<file path="config.mk">
export PLATFORM = sky130hd
export DESIGN_NAME = evolution_scheduler_flat
export DESIGN_NICKNAME = d
export VERILOG_FILES = /design/src/rtl/evolution_scheduler_if.sv /design/src/rtl/evolution_scheduler.sv /design/src/flat_wrapper.sv
export SDC_FILE = /design/constraint.sdc
export NUM_CORES = 1
export LEC_CHECK = 0
export BUFFER_PORTS_ARGS = -buffer_cell sky130_fd_sc_hd__clkbuf_2
export CAP_MARGIN = 20
export CORE_MARGIN = 2
export CORE_UTILIZATION = 45
export CTS_BUF_LIST = sky130_fd_sc_hd__clkbuf_16
export DETAILED_ROUTE_END_ITERATION = 8
export PLACE_DENSITY = 0.8
export RECOVER_POWER = 25
export SETUP_SLACK_MARGIN = 0.3
export SYNTH_ARGS = -nofsm -noshare
export SYNTH_HDL_FRONTEND = slang
export SYNTH_SLANG_ARGS = --single-unit
</file>
<file path="constraint.sdc">
create_clock -name clk -period 14.25 [get_ports clk]
set_input_delay 0.7125 -clock clk [delete_from_list [all_inputs] [get_ports clk]]
set_output_delay 0.7125 -clock clk [all_outputs]
set_load 0.03 [all_outputs]
</file>
<file path="src/rtl/evolution_scheduler_if.sv">
// Bundle of the control, source-read, destination-write and update-unit
// signals that connect the evolution scheduler to its environment.
// master: the scheduler. slave: memories, update unit and controller.
interface evolution_scheduler_if #(
    parameter int BLOCK_LEN = 16,
    parameter int ADDR_W    = 10
);
    // Generation control
    logic                   start;
    logic                   busy;
    logic                   done;

    // Source board memory (read-only, 1-cycle latency)
    logic                   rd_en;
    logic [ADDR_W-1:0]      rd_addr;
    logic [BLOCK_LEN-1:0]   rd_data;

    // Destination board memory (write-only)
    logic                   wr_en;
    logic [ADDR_W-1:0]      wr_addr;
    logic [BLOCK_LEN-1:0]   wr_data;

    // Combinational generation-update unit
    logic [3*BLOCK_LEN-1:0] last_line_status;
    logic [3*BLOCK_LEN-1:0] line_status;
    logic [BLOCK_LEN-1:0]   now_live;
    logic                   prev_live_single;

    modport master (
        input  start, rd_data, now_live, prev_live_single,
        output busy, done, rd_en, rd_addr, wr_en, wr_addr, wr_data,
               last_line_status, line_status
    );

    modport slave (
        output start, rd_data, now_live, prev_live_single,
        input  busy, done, rd_en, rd_addr, wr_en, wr_addr, wr_data,
               last_line_status, line_status
    );
endinterface

</file>
<file path="src/rtl/evolution_scheduler.sv">
// Game-of-Life generation sequencer. Walks the board row by row and block
// by block, assembles three-row windows for the combinational update unit,
// and writes each block of the next generation one step late so that the
// update unit's corrected last cell (prev_live_single) can be stitched in.
module evolution_scheduler #(
    parameter int BLOCK_LEN = 16,
    parameter int W_BLOCKS  = 7,
    parameter int H         = 100,
    parameter int ADDR_W    = $clog2(H*W_BLOCKS)
) (
    input  logic clk,
    input  logic rst,
    evolution_scheduler_if.master bus
);
    localparam int ROW_W  = (H > 1) ? $clog2(H) : 1;
    localparam int STEP_W = $clog2(W_BLOCKS + 1);
    localparam int WIN_W  = 3*BLOCK_LEN;

    localparam logic [ROW_W-1:0]  LAST_ROW   = ROW_W'(H - 1);
    localparam logic [STEP_W-1:0] LAST_STEP  = STEP_W'(W_BLOCKS - 1);
    localparam logic [STEP_W-1:0] FLUSH_STEP = STEP_W'(W_BLOCKS);

    typedef enum logic [2:0] {
        IDLE,
        FETCH0,
        FETCH1,
        FETCH2,
        CAPT,
        EVAL,
        DONE
    } state_t;

    state_t                state_reg, state_next;
    logic [ROW_W-1:0]      row_reg, row_next;
    logic [STEP_W-1:0]     step_reg, step_next;
    logic                  rd_pending_reg;       // a read was issued last cycle
    logic [WIN_W-1:0]      last_win_reg;         // window of the previous step
    logic [BLOCK_LEN-2:0]  held_reg;             // resolved cells of the previous block
    logic [WIN_W-1:0]      win;                  // window being assembled
    logic [2:0]            cap_sel;
    logic [1:0]            fetch_k;
    logic                  fetch_state;
    logic                  row_ok;
    logic                  is_flush;
    logic                  rd_en;
    logic                  wr_en;
    logic [ROW_W:0]        rd_row;
    logic [ADDR_W-1:0]     rd_addr_calc;
    logic [ADDR_W-1:0]     wr_addr_calc;

    // The flush step only exists in EVAL; fetch states always have step < W_BLOCKS.
    assign is_flush    = (step_reg == FLUSH_STEP);
    assign fetch_state = (state_reg inside {FETCH0, FETCH1, FETCH2});

    // Which of the three window rows the current fetch state addresses
    always_comb begin
        fetch_k = 2'd0;
        case (state_reg)
            FETCH1:  fetch_k = 2'd1;
            FETCH2:  fetch_k = 2'd2;
            default: fetch_k = 2'd0;
        endcase
    end

    // Row r-1 is off the board on row 0, row r+1 is off the board on the last row.
    assign row_ok = !((fetch_k == 2'd0) && (row_reg == '0)) &&
                    !((fetch_k == 2'd2) && (row_reg == LAST_ROW));
    assign rd_row = {1'b0, row_reg} + (ROW_W+1)'(fetch_k) - (ROW_W+1)'(1);

    assign rd_addr_calc = ADDR_W'(rd_row) * ADDR_W'(W_BLOCKS) + ADDR_W'(step_reg);
    assign wr_addr_calc = ADDR_W'(row_reg) * ADDR_W'(W_BLOCKS) + ADDR_W'(step_reg)
                          - ADDR_W'(1);

    assign rd_en = fetch_state && row_ok;
    assign wr_en = (state_reg == EVAL) && (step_reg != '0);

    // Data for window row k arrives one state after its fetch: FETCH1, FETCH2, CAPT.
    assign cap_sel = {state_reg == CAPT, state_reg == FETCH2, state_reg == FETCH1};

    generate
        for (genvar gi = 0; gi < 3; gi++) begin : g_slot
            logic [BLOCK_LEN-1:0] slot_reg;

            // Capture the returned word for window row gi, or zero for an off-board row
            always_ff @(posedge clk or posedge rst) begin
                if (rst) begin
                    slot_reg <= '0;
                end else if (cap_sel[gi]) begin
                    slot_reg <= rd_pending_reg ? bus.rd_data : '0;
                end
            end

            assign win[gi*BLOCK_LEN +: BLOCK_LEN] = slot_reg;
        end
    endgenerate

    // Next-state logic: five-cycle block steps, then a one-cycle flush per row
    always_comb begin
        state_next = state_reg;
        row_next   = row_reg;
        step_next  = step_reg;
        case (state_reg)
            IDLE: begin
                if (bus.start) begin
                    state_next = FETCH0;
                    row_next   = '0;
                    step_next  = '0;
                end
            end
            FETCH0: state_next = FETCH1;
            FETCH1: state_next = FETCH2;
            FETCH2: state_next = CAPT;
            CAPT:   state_next = EVAL;
            EVAL: begin
                if (is_flush) begin
                    step_next = '0;
                    if (row_reg == LAST_ROW) begin
                        state_next = DONE;
                    end else begin
                        row_next   = row_reg + ROW_W'(1);
                        state_next = FETCH0;
                    end
                end else begin
                    step_next  = step_reg + STEP_W'(1);
                    state_next = (step_reg == LAST_STEP) ? EVAL : FETCH0;
                end
            end
            DONE:    state_next = IDLE;
            default: state_next = IDLE;
        endcase
    end

    // State, position counters and read-pending flag
    always_ff @(posedge clk or posedge rst) begin
        if (rst) begin
            state_reg      <= IDLE;
            row_reg        <= '0;
            step_reg       <= '0;
            rd_pending_reg <= 1'b0;
        end else begin
            state_reg      <= state_next;
            row_reg        <= row_next;
            step_reg       <= step_next;
            rd_pending_reg <= rd_en;
        end
    end

    // On EVAL remember this step's window and resolved cells for the next step;
    // the flush step leaves a zero window so the next row starts with no left context.
    always_ff @(posedge clk or posedge rst) begin
        if (rst) begin
            last_win_reg <= '0;
            held_reg     <= '0;
        end else if (state_reg == EVAL) begin
            last_win_reg <= is_flush ? '0 : win;
            held_reg     <= bus.now_live[BLOCK_LEN-2:0];
        end else if ((state_reg == IDLE) && bus.start) begin
            last_win_reg <= '0;
        end
    end

    assign bus.busy             = (state_reg != IDLE) && (state_reg != DONE);
    assign bus.done             = (state_reg == DONE);
    assign bus.rd_en            = rd_en;
    assign bus.rd_addr          = rd_en ? rd_addr_calc : '0;
    assign bus.wr_en            = wr_en;
    assign bus.wr_addr          = wr_en ? wr_addr_calc : '0;
    assign bus.wr_data          = wr_en ? {bus.prev_live_single, held_reg} : '0;
    assign bus.line_status      = is_flush ? '0 : win;
    assign bus.last_line_status = last_win_reg;
endmodule

</file>
<file path="src/flat_wrapper.sv">
// flat-port wrapper written by rule: the top's interface ports become plain ports
module evolution_scheduler_flat 
#(
    parameter int BLOCK_LEN = 16,
    parameter int W_BLOCKS  = 7,
    parameter int H         = 100,
    parameter int ADDR_W    = $clog2(H*W_BLOCKS)
)
  (clk, rst, bus_start, bus_rd_data, bus_now_live, bus_prev_live_single, bus_busy, bus_done, bus_rd_en, bus_rd_addr, bus_wr_en, bus_wr_addr, bus_wr_data, bus_last_line_status, bus_line_status);
  evolution_scheduler_if #(.BLOCK_LEN(BLOCK_LEN), .ADDR_W(ADDR_W)) bus_i ();
  input  logic clk;
  input  logic rst;
  input wire logic [$bits(bus_i.start)-1:0] bus_start;
  input wire logic [$bits(bus_i.rd_data)-1:0] bus_rd_data;
  input wire logic [$bits(bus_i.now_live)-1:0] bus_now_live;
  input wire logic [$bits(bus_i.prev_live_single)-1:0] bus_prev_live_single;
  output wire logic [$bits(bus_i.busy)-1:0] bus_busy;
  output wire logic [$bits(bus_i.done)-1:0] bus_done;
  output wire logic [$bits(bus_i.rd_en)-1:0] bus_rd_en;
  output wire logic [$bits(bus_i.rd_addr)-1:0] bus_rd_addr;
  output wire logic [$bits(bus_i.wr_en)-1:0] bus_wr_en;
  output wire logic [$bits(bus_i.wr_addr)-1:0] bus_wr_addr;
  output wire logic [$bits(bus_i.wr_data)-1:0] bus_wr_data;
  output wire logic [$bits(bus_i.last_line_status)-1:0] bus_last_line_status;
  output wire logic [$bits(bus_i.line_status)-1:0] bus_line_status;
  assign bus_i.start = bus_start;
  assign bus_i.rd_data = bus_rd_data;
  assign bus_i.now_live = bus_now_live;
  assign bus_i.prev_live_single = bus_prev_live_single;
  assign bus_busy = bus_i.busy;
  assign bus_done = bus_i.done;
  assign bus_rd_en = bus_i.rd_en;
  assign bus_rd_addr = bus_i.rd_addr;
  assign bus_wr_en = bus_i.wr_en;
  assign bus_wr_addr = bus_i.wr_addr;
  assign bus_wr_data = bus_i.wr_data;
  assign bus_last_line_status = bus_i.last_line_status;
  assign bus_line_status = bus_i.line_status;
  evolution_scheduler #(.BLOCK_LEN(BLOCK_LEN), .W_BLOCKS(W_BLOCKS), .H(H), .ADDR_W(ADDR_W)) u_core (.clk(clk), .rst(rst), .bus(bus_i));
endmodule
</file>
==> results.md, run 1 <==
* Initial cell density of the core at about 46%
* Pins over their slew limit at 120
* Number of storage elements in the synthesis netlist at between 100 and 150
* IO Port Bufs at between 150 and 200
* Kind of start point of the critical path: flip-flop
* Total Routed Length at ~17,000 um
* Fin Clk Skew at roughly 0.013 ns
* Max Cap Violations at 2
* Overflow after GRT at 0
* Number of endpoints failing setup at the final stage at 0
* Run status: complete, but fails checks
* Async S/R FF share, synth at 100%
* Net count of the finished layout at about 990
* Most common cell after layout, fill and taps aside: clkbuf_2
* Half-perimeter wire length after placement at ~12,000 um
* Via Count at roughly 5,600
* Final cell area excluding filler cells at 0.00870 mm^2
* DR iter-0 viols at roughly 270
* Failing checks: capacitance limit, slew limit
* First-pass detailed-route iteration total at 4
* Start point of the worst hold path: u_core.held_reg[7]$_DFFE_PP0P_
* Area of the core region at 0.0153 mm^2
* Adder and majority cell fraction of the synthesized area at ~15%
* Die Outline Area at 0.0167 mm^2
* Critical path required time at about 14 ns
* Post-Synth Simple-Gate Area at 18.0%
* Number of placed instances, taps included at approximately 1,100
* Part of the cycle the worst path needs at 47.3%
* Worst Tran Pin Value at ~4 ns
* Max Clk Rate at about 150 MHz
* Post-Synthesis Net Count at a little over 800
* Via density per instance at approximately 5
* Ys flop type: dfrtp_1
* Final estimated routing congestion in global placement at 0.870
* Height of the die at between 100 and 150 um
* R2r setup slk at approximately 12 ns
* Area growth from synthesis to layout at 23.3%
* Part of the Yosys area used for sequential elements at between 40% and 50%
* Worst Setup End Kind: output pin
* PostCTS Resize Cnt at 0
* GRT Util Overall at a little over a fifth
* Hold Path Class: reg2reg
* Class of the most critical setup path: reg2out
* Clock sinks at 125
* Area after detailed placement at ~0.0081 mm^2
* Wire length of the first global-routing pass at about 27,000 um
* TritonCTS clock tree: yes
* Share of synthesized area spent on multiplexers at less than 1%
* Per-cell routed wire length at around 16 um
* CP Data Arrival Time at around 6.0 ns
* Clock buffers created by TritonCTS at 17
* Final critical-path required period at between 6 and 7 ns
* DRC at 0
* Total of fill cells in the finished design at about 1,300
* Ports placed on the boundary at ~170
* Syn Inst Count at 715
* Root Buffer Master: clkbuf_16
* Hold bufs inserted after CTS at 0
* Post-synth EDFFs at 0
* Horiz. Die Dim at ~130 um
* Commonest cells after routing, fill and taps aside: 170 x clkbuf_2, 125 x dfrtp_1, 124 x nand2_1
* Sum of negative setup slack at 0 ns
* Max FO, Critical Path at 34
* Final Non-Filler Cells at between 1,000 and 1,500
* Number of core rows at between 40 and 50
* Maximum number of pins on one net before global-route repair at between 80 and 90
* Warnings from Yosys at 0
* Main combinational cell family by area after synthesis: simple AND/OR/NAND/NOR gates
* Worst flop-to-flop path startpoint: u_core.state_reg[0]$_DFFE_PP0P_
* Unrepaired setup endpoints after global routing: no
* Most area-hungry cell type in the Yosys netlist: dfrtp_1
* Post-synthesis average cell area at between 9 and 10 um^2
* Post-CTS setup-driven buffer insertion count at 0
* Clock slew at reported path FFs at 0.06 ns
* Share of post-route cells with drive strength above 1 at 24.3%
* Max-slew headroom at -164%
* Count of final hold-check violations at 0
* Cell area after synthesis at slightly above 0.007 mm^2
* Count of antenna diodes in the layout at 0
* Number of buffers on the longest clock path at 2
* XOR/XNOR Fraction of Synth Area at under 10%
* Skew-Pair Late Insertion Delay at 0.42 ns
* Share of the synthesized area in the top cell type at ~44%
* Remaining number of nets flagged by the antenna check after routing at 0
* Leading post-synthesis cells by cell area: dfrtp_1 44%, ha_1 12%, nand2_1 6.6%
* Compound-cell area share of the yosys netlist at 14.3%
* Count of unique library cells instantiated by Yosys at between 40 and 50
* Number of global-route vias before repair at 5,400
* H-tree levels at 4
* Startpoint of the worst setup timing path: u_core.state_reg[1]$_DFFE_PP0P_
* Initial antenna violation count at 0
[per-layer routing]
layer,vias to the layer above,GRT usage (%),part of all wire [%],wire length (um)
met5,-,0,0,0
met4,0,8.06,1.3,229
met3,20,4.13,4.6,799
met2,143,33.5,48,8210
met1,2737,29.0,46,7960
li1,2737,-,-,-
[kinds of logic (layout without fill, tap and decap cells)]
kind of cell,count (synthesis),in the layout
flip-flops,125,125
adder cells (fa/ha/maj),79,79
AO/OA/AOI/OAI,150,150
XOR/XNOR,23,23
AND/OR/NAND/NOR,255,255
buffers and inverters,80,253
multiplexers,3,3
[per-stage QoR]
step / hold WS, ns / setup WS [ns] / util [%]
after floorplan: 0.437 / 8.78 / -
after global placement: 0.453 / 8.10 / 52.9
after detailed placement: 0.457 / 8.02 / 52.9
after CTS: 0.300 / 7.54 / 56.9
after global routing: 0.465 / 7.10 / 57.0
final: 0.470 / 7.52 / 57.0
[worst max-delay path, stage by stage (launching register included)]
cell and delay (ns):
dfrtp_1 0.54, nor2b_1 0.26, nand2_1 0.63, ha_1 0.56
inv_1 0.06, ha_1 0.16, inv_1 0.06, fa_1 0.57
inv_1 0.09, fa_1 0.56, fa_1 0.46, fa_1 0.50
a211oi_1 0.37, o21ai_0 0.18, a31oi_1 0.22, xnor2_1 0.10
nor2_1 0.08, clkbuf_2 0.21
[synthesized netlist by cell type, drive strengths merged, types with 2 or more instances]
master     n
nand2    124
xnor2     16
fa        13
a21o      10
o211ai     2
ha        65
xor2       7
a22o      51
nand3      2
and3b      3
dfrtp    125
or4        2
buf        5
nor3       4
mux2       2
o21ai     61
and2      22
o21bai     4
a211oi     6
nor2b     52
nand2b     6
nor2      19
nor4b      2
a2111oi    2
nand4      3
nor3b      2
a21oi     11
clkbuf    30
inv       45
nand3b     3
or3        7
[final cells by class]
type	count	area [um^2]	share of cell area (%)
Sequential cell	125	3130	36.0
Inverter	45	170	1.96
Clock buffer	17	425	4.89
Tap cell	211	264	3.04
Timing Repair Buffer	176	901	10.4
Clock inverter	15	178	2.04
Multi-Input combinational cell	510	3630	41.7
[path summary, 6_finish.rpt]
check	endpoint	cells past startpoint
setup / recovery	bus_rd_addr[9]	17
hold / removal	u_core.held_reg[7]$_DFFE_PP0P_	2
setup reg to reg	u_core.row_reg[4]$_DFFE_PP0P_	5
hold reg to reg	u_core.held_reg[7]$_DFFE_PP0P_	2
max in group asynchronous	u_core.bus.last_line_status[16]$_DFFE_PP0P_	4
min in group asynchronous	u_core.bus.last_line_status[11]$_DFFE_PP0P_	2
Power of run 1 is left out: the tool's default activity adds up to more than one toggle a clock period on the data nets, which glitch-free logic cannot reach.
==> run 2: changes to the inputs <==
clock period = 6.7 ns   (was 14.25 ns; I/O delays follow)
==> run 2 against run 1 <==
  * Clock skew down 0.0048 ns
  * Die area stayed put
  * Sequential share of layout area about the same
  * First-iteration DRC count is 18% higher
  * Critical path depth rose by 1
  * Final cell count is 0.18% higher
  * Routed wire length decreased by 0.86%
  * Sequential cell count stayed put
  * The flow still finishes with violations (capacitance limit, slew limit)
  * Register-to-register slack lost 7.5 ns
  * Non-clock buffer count up 2
  * Critical endpoint unchanged
==> results.md, run 2 (synthesis results as in run 1) <==
* Half-perimeter wire length after placement at 12,200 um (about the same)
* Per-cell routed wire length at 15.5 um (was 15.6 um)
* Horiz. Die Dim at 129 um (unchanged)
* Skew-Pair Late Insertion Delay at 0.41 ns (was 0.42 ns)
* Post-CTS setup-driven buffer insertion count at 0 (unchanged)
* Max FO, Critical Path at 34 (unchanged)
* IO Port Bufs at 170 (unchanged)
* First-pass detailed-route iteration total at 4 (unchanged)
* H-tree levels at 4 (unchanged)
* Via Count at 5,651 (was 5,637)
* Max Clk Rate at about 180 MHz
* Root Buffer Master: clkbuf_16 (unchanged)
* Final estimated routing congestion in global placement at 0.888 (was 0.870)
* Share of post-route cells with drive strength above 1 at 19.1% (was 24.3%)
* TritonCTS clock tree: yes (unchanged)
* Sum of negative setup slack at 0 ns (unchanged)
* Count of final hold-check violations at 0 (unchanged)
* Hold Path Class: in2reg (was reg2reg)
* Height of the die at 129 um (unchanged)
* Worst Tran Pin Value at 2.17 ns (was 3.96 ns)
* CP Data Arrival Time at 5.38 ns (was 6.02 ns)
* Commonest cells after routing, fill and taps aside: 125 x dfrtp_1, 124 x nand2_1, 121 x clkbuf_2 (was 170 x clkbuf_2, 125 x dfrtp_1, 124 x nand2_1)
* Unrepaired setup endpoints after global routing: no (unchanged)
* Failing checks: capacitance limit, slew limit (unchanged)
* Number of placed instances, taps included at 1,066 (was 1,065)
* Wire length of the first global-routing pass at 27,600 um (was 27,400 um)
* Number of buffers on the longest clock path at 2 (unchanged)
* PostCTS Resize Cnt at 0 (unchanged)
* Total Routed Length at 17,000 um (was 17,200 um)
* Via density per instance at 5.13 (about the same)
* Ports placed on the boundary at 172 (unchanged)
* Hold bufs inserted after CTS at 1 (was 0)
* Part of the cycle the worst path needs at roughly 85%
* Kind of start point of the critical path: flip-flop (unchanged)
* Remaining number of nets flagged by the antenna check after routing at 0 (unchanged)
* Number of global-route vias before repair at 5,554 (was 5,400)
* Clock buffers created by TritonCTS at 17 (unchanged)
* Initial antenna violation count at 0 (unchanged)
* Fin Clk Skew at 0.00801 ns (was 0.0128 ns)
* Pins over their slew limit at 50 (was 120)
* Initial cell density of the core at 46.2% (unchanged)
* Most common cell after layout, fill and taps aside: dfrtp_1 (was clkbuf_2)
* Max-slew headroom at -45.6% (was -164%)
* Die Outline Area at 0.0167 mm^2 (unchanged)
* DRC at 0 (unchanged)
* Run status: complete, but fails checks (unchanged)
* Clock slew at reported path FFs at 0.06 ns (about the same)
* Final critical-path required period at ~5.7 ns
* Area of the core region at 0.0153 mm^2 (unchanged)
* Number of core rows at 45 (unchanged)
* Maximum number of pins on one net before global-route repair at 78 (was 85)
* Net count of the finished layout at 991 (was 989)
* Max Cap Violations at 1 (was 2)
* Clock sinks at 125 (unchanged)
* Class of the most critical setup path: reg2out (unchanged)
* GRT Util Overall at 21.0% (was 21.2%)
* DR iter-0 viols at 320 (was 272)
* Critical path required time at 6.36 ns (was 13.54 ns)
* Number of endpoints failing setup at the final stage at 0 (unchanged)
* Overflow after GRT at 0 (unchanged)
* Count of antenna diodes in the layout at 0 (unchanged)
* Worst Setup End Kind: output pin (unchanged)
* Area growth from synthesis to layout at 23.1% (was 23.3%)
* R2r setup slk at 4.29 ns (was 11.81 ns)
* Final Non-Filler Cells at 1,101 (was 1,099)
[run 2: cell count changes in the layout (fill, tap and decap cells not counted)]
cell           before  now
dlygate4sd3_1       0    1
bufinv_16           2    3
clkbuf_1            2   49
clkinv_4            2    4
clkbuf_2          170  121
inv_6               5    4
clkinvlp_4          3    1
buf_6               0    1
buf_4               3    5
[run 2: worst max-delay path: stages, from the launching register on]
cell and delay, ns:
dfrtp_1 0.54, nor2b_1 0.24, nand2_1 0.08, buf_4 0.25, ha_1 0.30, inv_1 0.06
ha_1 0.15, inv_1 0.05, fa_1 0.57, inv_1 0.09, fa_1 0.55, fa_1 0.47
fa_1 0.49, a211oi_1 0.38, o21ai_0 0.16, a31oi_1 0.21, xnor2_1 0.09, nor2_1 0.08
clkbuf_2 0.21
[run 2: final cells by class]
type,instances,area (um^2)
Multi-Input combinational cell,510,3630
Timing Repair Buffer,178,868
Clock inverter,15,201
Tap cell,211,264
Fill cell,1380,6570
Inverter,45,170
Sequential cell,125,3130
Clock buffer,17,425
[run 2: final timing paths]
path / from / to / cells past startpoint
worst max-delay path: u_core.state_reg[1]$_DFFE_PP0P_ / bus_rd_addr[9] / 18
worst min-delay path: bus_now_live[3] / u_core.held_reg[3]$_DFFE_PP0P_ / 3
worst min register to register: u_core.held_reg[2]$_DFFE_PP0P_ / u_core.held_reg[2]$_DFFE_PP0P_ / 2
min in group asynchronous: rst / u_core.row_reg[6]$_DFFE_PP0P_ / 3
worst max register to register: u_core.state_reg[0]$_DFFE_PP0P_ / u_core.row_reg[4]$_DFFE_PP0P_ / 5
max in group asynchronous: rst / u_core.g_slot[2].slot_reg[1]$_DFFE_PP0P_ / 4
[run 2: per-stage QoR]
stage / area [um^2] / hold WS (ns) / utilization, % / setup slack, ns
floorplan: 7060 / 0.437 / - / 1.60
finish: 8690 / 0.115 / 56.9 / 0.989
global route: 8690 / 0.117 / 56.9 / 0.570
detailed placement: 8090 / 0.391 / 53.0 / 1.40
CTS: 8720 / 0.0960 / 57.2 / 0.934
global placement: 8090 / 0.398 / 53.0 / 1.45
[run 2: per-layer routing]
layer,share of wire [%],GRT usage (%),up-vias
li1,-,-,2745
met1,46,28.0,2754
met2,48,34.2,136
met3,4.5,4.91,16
met4,1.4,6.78,0
met5,0,0,-
Power of run 2 is left out for the same reason.
==> run 3: changes to the inputs <==
clock period = 5.42 ns   (was 6.7 ns; I/O delays follow)
==> run 3 against run 2 <==
  * The run still ends with capacitance limit, slew limit left
  * Clock skew increased by 0.012 ns
  * Die area unchanged
  * Via count increased by 0.48%
  * Largest cell class unchanged
  * First-iteration DRC count decreased by 7.2%
  * Critical endpoint is now bus_rd_addr[7]
  * Routed wire length increased by 2.2%
  * Utilization increased by 0.26 points
  * Sequential share of layout area decreased by 0.12 points
  * Highest routed layer unchanged
  * Register-to-register slack got worse by 1.3 ns
==> results.md, run 3 (synthesis results as in run 1) <==
* Worst Setup End Kind: output pin (unchanged)
* Slowest Stage Delay on Critical Path at 0.55 ns (was 0.57 ns)
* Count of final hold-check violations at 0 (unchanged)
* Maximum number of pins on one net before global-route repair at 65 (was 78)
* Net count of the finished layout at 994 (was 991)
* DRC at 0 (unchanged)
* Library cell contributing the largest single delay on the critical path: fa_2 (was fa_1)
* Worst Tran Pin Value at 2.75 ns (was 2.17 ns)
* Max-slew headroom at -84.3% (was -45.6%)
* Horiz. Die Dim at 129 um (unchanged)
* Unrepaired setup endpoints after global routing: yes (was no)
* First-pass detailed-route iteration total at 5 (was 4)
* Failing checks: capacitance limit, slew limit (unchanged)
* Hold Path Class: in2reg (unchanged)
* H-tree levels at 4 (unchanged)
* CP Data Arrival Time at 4.65 ns (was 5.38 ns)
* Ports placed on the boundary at 172 (unchanged)
* Max Clk Rate at between 200 and 250 MHz
* Per-cell routed wire length at 15.8 um (was 15.5 um)
* Area of the core region at 0.0153 mm^2 (unchanged)
* DR iter-0 viols at 297 (was 320)
* Cell breakdown of the critical path: nor2b_4 -> nand2_1 -> ha_1 -> inv_1 -> ha_1 -> inv_1 -> fa_2 -> inv_1 -> fa_1 -> fa_1 -> fa_2 -> a211oi_4 -> buf_4 -> o21bai_1 -> a21oi_1 -> xor2_1 -> nor2_1 -> buf_2 (was nor2b_1 -> nand2_1 -> buf_4 -> ha_1 -> inv_1 -> ha_1 -> inv_1 -> fa_1 -> inv_1 -> fa_1 -> fa_1 -> fa_1 -> a211oi_1 -> o21ai_0 -> a31oi_1 -> xnor2_1 -> nor2_1 -> clkbuf_2)
* Sum of negative setup slack at 0 ns (unchanged)
* Combined buffer and inverter count along the critical path at 5 (unchanged)
* Height of the die at 129 um (unchanged)
* Count of antenna diodes in the layout at 0 (unchanged)
* Number of core rows at 45 (unchanged)
* Clock buffers created by TritonCTS at 17 (unchanged)
* Final critical-path required period at about 5 ns
* Critical path required time at 5.15 ns (was 6.36 ns)
* Root Buffer Master: clkbuf_16 (unchanged)
* Half-perimeter wire length after placement at 12,500 um (was 12,200 um)
* Pins over their slew limit at 65 (was 50)
* Run status: complete, but fails checks (unchanged)
* Die Outline Area at 0.0167 mm^2 (unchanged)
* Class of the most critical setup path: reg2out (unchanged)
* Most common cell after layout, fill and taps aside: clkbuf_2 (was dfrtp_1)
* Part of the cycle the worst path needs at ~91%
* Area growth from synthesis to layout at 23.7% (was 23.1%)
* Family with the most delay on the worst path: adder cells (unchanged)
* TritonCTS clock tree: yes (unchanged)
* IO Port Bufs at 170 (unchanged)
* Wire length of the first global-routing pass at 28,000 um (was 27,600 um)
* Commonest cells after routing, fill and taps aside: 135 x clkbuf_2, 124 x nand2_1, 122 x dfrtp_1 (was 125 x dfrtp_1, 124 x nand2_1, 121 x clkbuf_2)
* GRT Util Overall at 21.4% (was 21.0%)
* Initial antenna violation count at 0 (unchanged)
* Number of buffers on the longest clock path at 2 (unchanged)
* Kind of start point of the critical path: flip-flop (unchanged)
* Final estimated routing congestion in global placement at 0.888 (about the same)
* Clock slew at reported path FFs at 0.06 ns (about the same)
* Max FO, Critical Path at 3 (was 34)
* Max Cap Violations at 1 (unchanged)
* Remaining number of nets flagged by the antenna check after routing at 0 (unchanged)
* Number of endpoints failing setup at the final stage at 0 (unchanged)
* Skew-Pair Late Insertion Delay at 0.42 ns (was 0.41 ns)
* Total Routed Length at 17,400 um (was 17,000 um)
* Via density per instance at 5.14 (was 5.13)
* Fin Clk Skew at 0.0202 ns (was 0.00801 ns)
* Number of global-route vias before repair at 5,562 (was 5,554)
* Clock sinks at 125 (unchanged)
* Cell mode on critical path: inv_1 (was fa_1)
* Initial cell density of the core at 46.2% (unchanged)
* Via Count at 5,678 (was 5,651)
* Share of post-route cells with drive strength above 1 at 22.3% (was 19.1%)
* Overflow after GRT at 0 (unchanged)
## run 3: cell types whose count changed in the layout (fill, tap and decap cells not counted), moves of 3 or more
cell	previous run	this run
buf_4	5	11
clkbuf_1	49	33
clkbuf_2	121	135
dfrtp_1	125	122
dfrtp_2	0	3
## run 3: stage by stage
step                util [%]  instance area (um^2)  setup WS (ns)  std cells  hold slack (ns)
finish                  57.2                  8730          0.502       1104           0.0418
global route            57.2                  8730          0.275       1104           0.0496
CTS                     57.2                  8720          0.377       1102           0.0333
detailed placement      53.1                  8100          0.384       1068            0.377
global placement        53.1                  8100          0.516       1068            0.372
floorplan                  -                  7060          0.387        715            0.376
## run 3: timing repair
item	4_1_cts	5_1_grt
resized for setup	7	11
hold endpoints to repair	63	0
setup buffers	1	2
pin swaps	2	6
endpoints found under the setup margin	5	4
hold buffers	1	0
## run 3: worst reg2reg max path: cells and delay by family (launching register included)
kind / cells / cell delay [ns]
AOI/OAI and AO/OA: 1 / 0.25
buffers and inverters: 2 / 0.68
DFF: 1 / 0.38
and+or+nand+nor: 2 / 1.02
## run 3: worst paths after layout
| path | from | endpoint | slack, ns | depth (start not counted) |
|---|---|---|---|---|
| max in group asynchronous | rst | u_core.bus.last_line_status[16]$_DFFE_PP0P_ | 2.52 | 4 |
| min | bus_now_live[7] | u_core.held_reg[7]$_DFFE_PP0P_ | 0.04 | 3 |
| min reg2reg | u_core.held_reg[9]$_DFFE_PP0P_ | u_core.held_reg[9]$_DFFE_PP0P_ | 0.47 | 2 |
| max | u_core.state_reg[2]$_DFFE_PP0P_ | bus_rd_addr[7] | 0.50 | 18 |
| min in group asynchronous | rst | u_core.bus.last_line_status[13]$_DFFE_PP0P_ | 1.15 | 3 |
| max reg2reg | u_core.state_reg[1]$_DFFE_PP0P_ | u_core.bus.last_line_status[34]$_DFFE_PP0P_ | 3.03 | 5 |
## run 3: area by class of cell
cell class                 instances  area, um^2
multi-input combinational        510        3680
fill                            1406        6530
inverter                          45         170
tap                              211         264
timing repair buffer             181         897
clock inverter                    15         163
clock buffer                      17         425
sequential                       125        3130
## run 3: layer usage
| metal | global-route usage (%) | share of wire, % | vias up |
|---|---|---|---|
| met3 | 4.34 | 4.4 | 21 |
| met1 | 28.3 | 44 | 2752 |
| li1 | - | - | 2739 |
| met4 | 6.52 | 1.7 | 0 |
| met2 | 35.8 | 50 | 166 |
| met5 | 0 | 0 | - |
Power of run 3 is left out for the same reason.
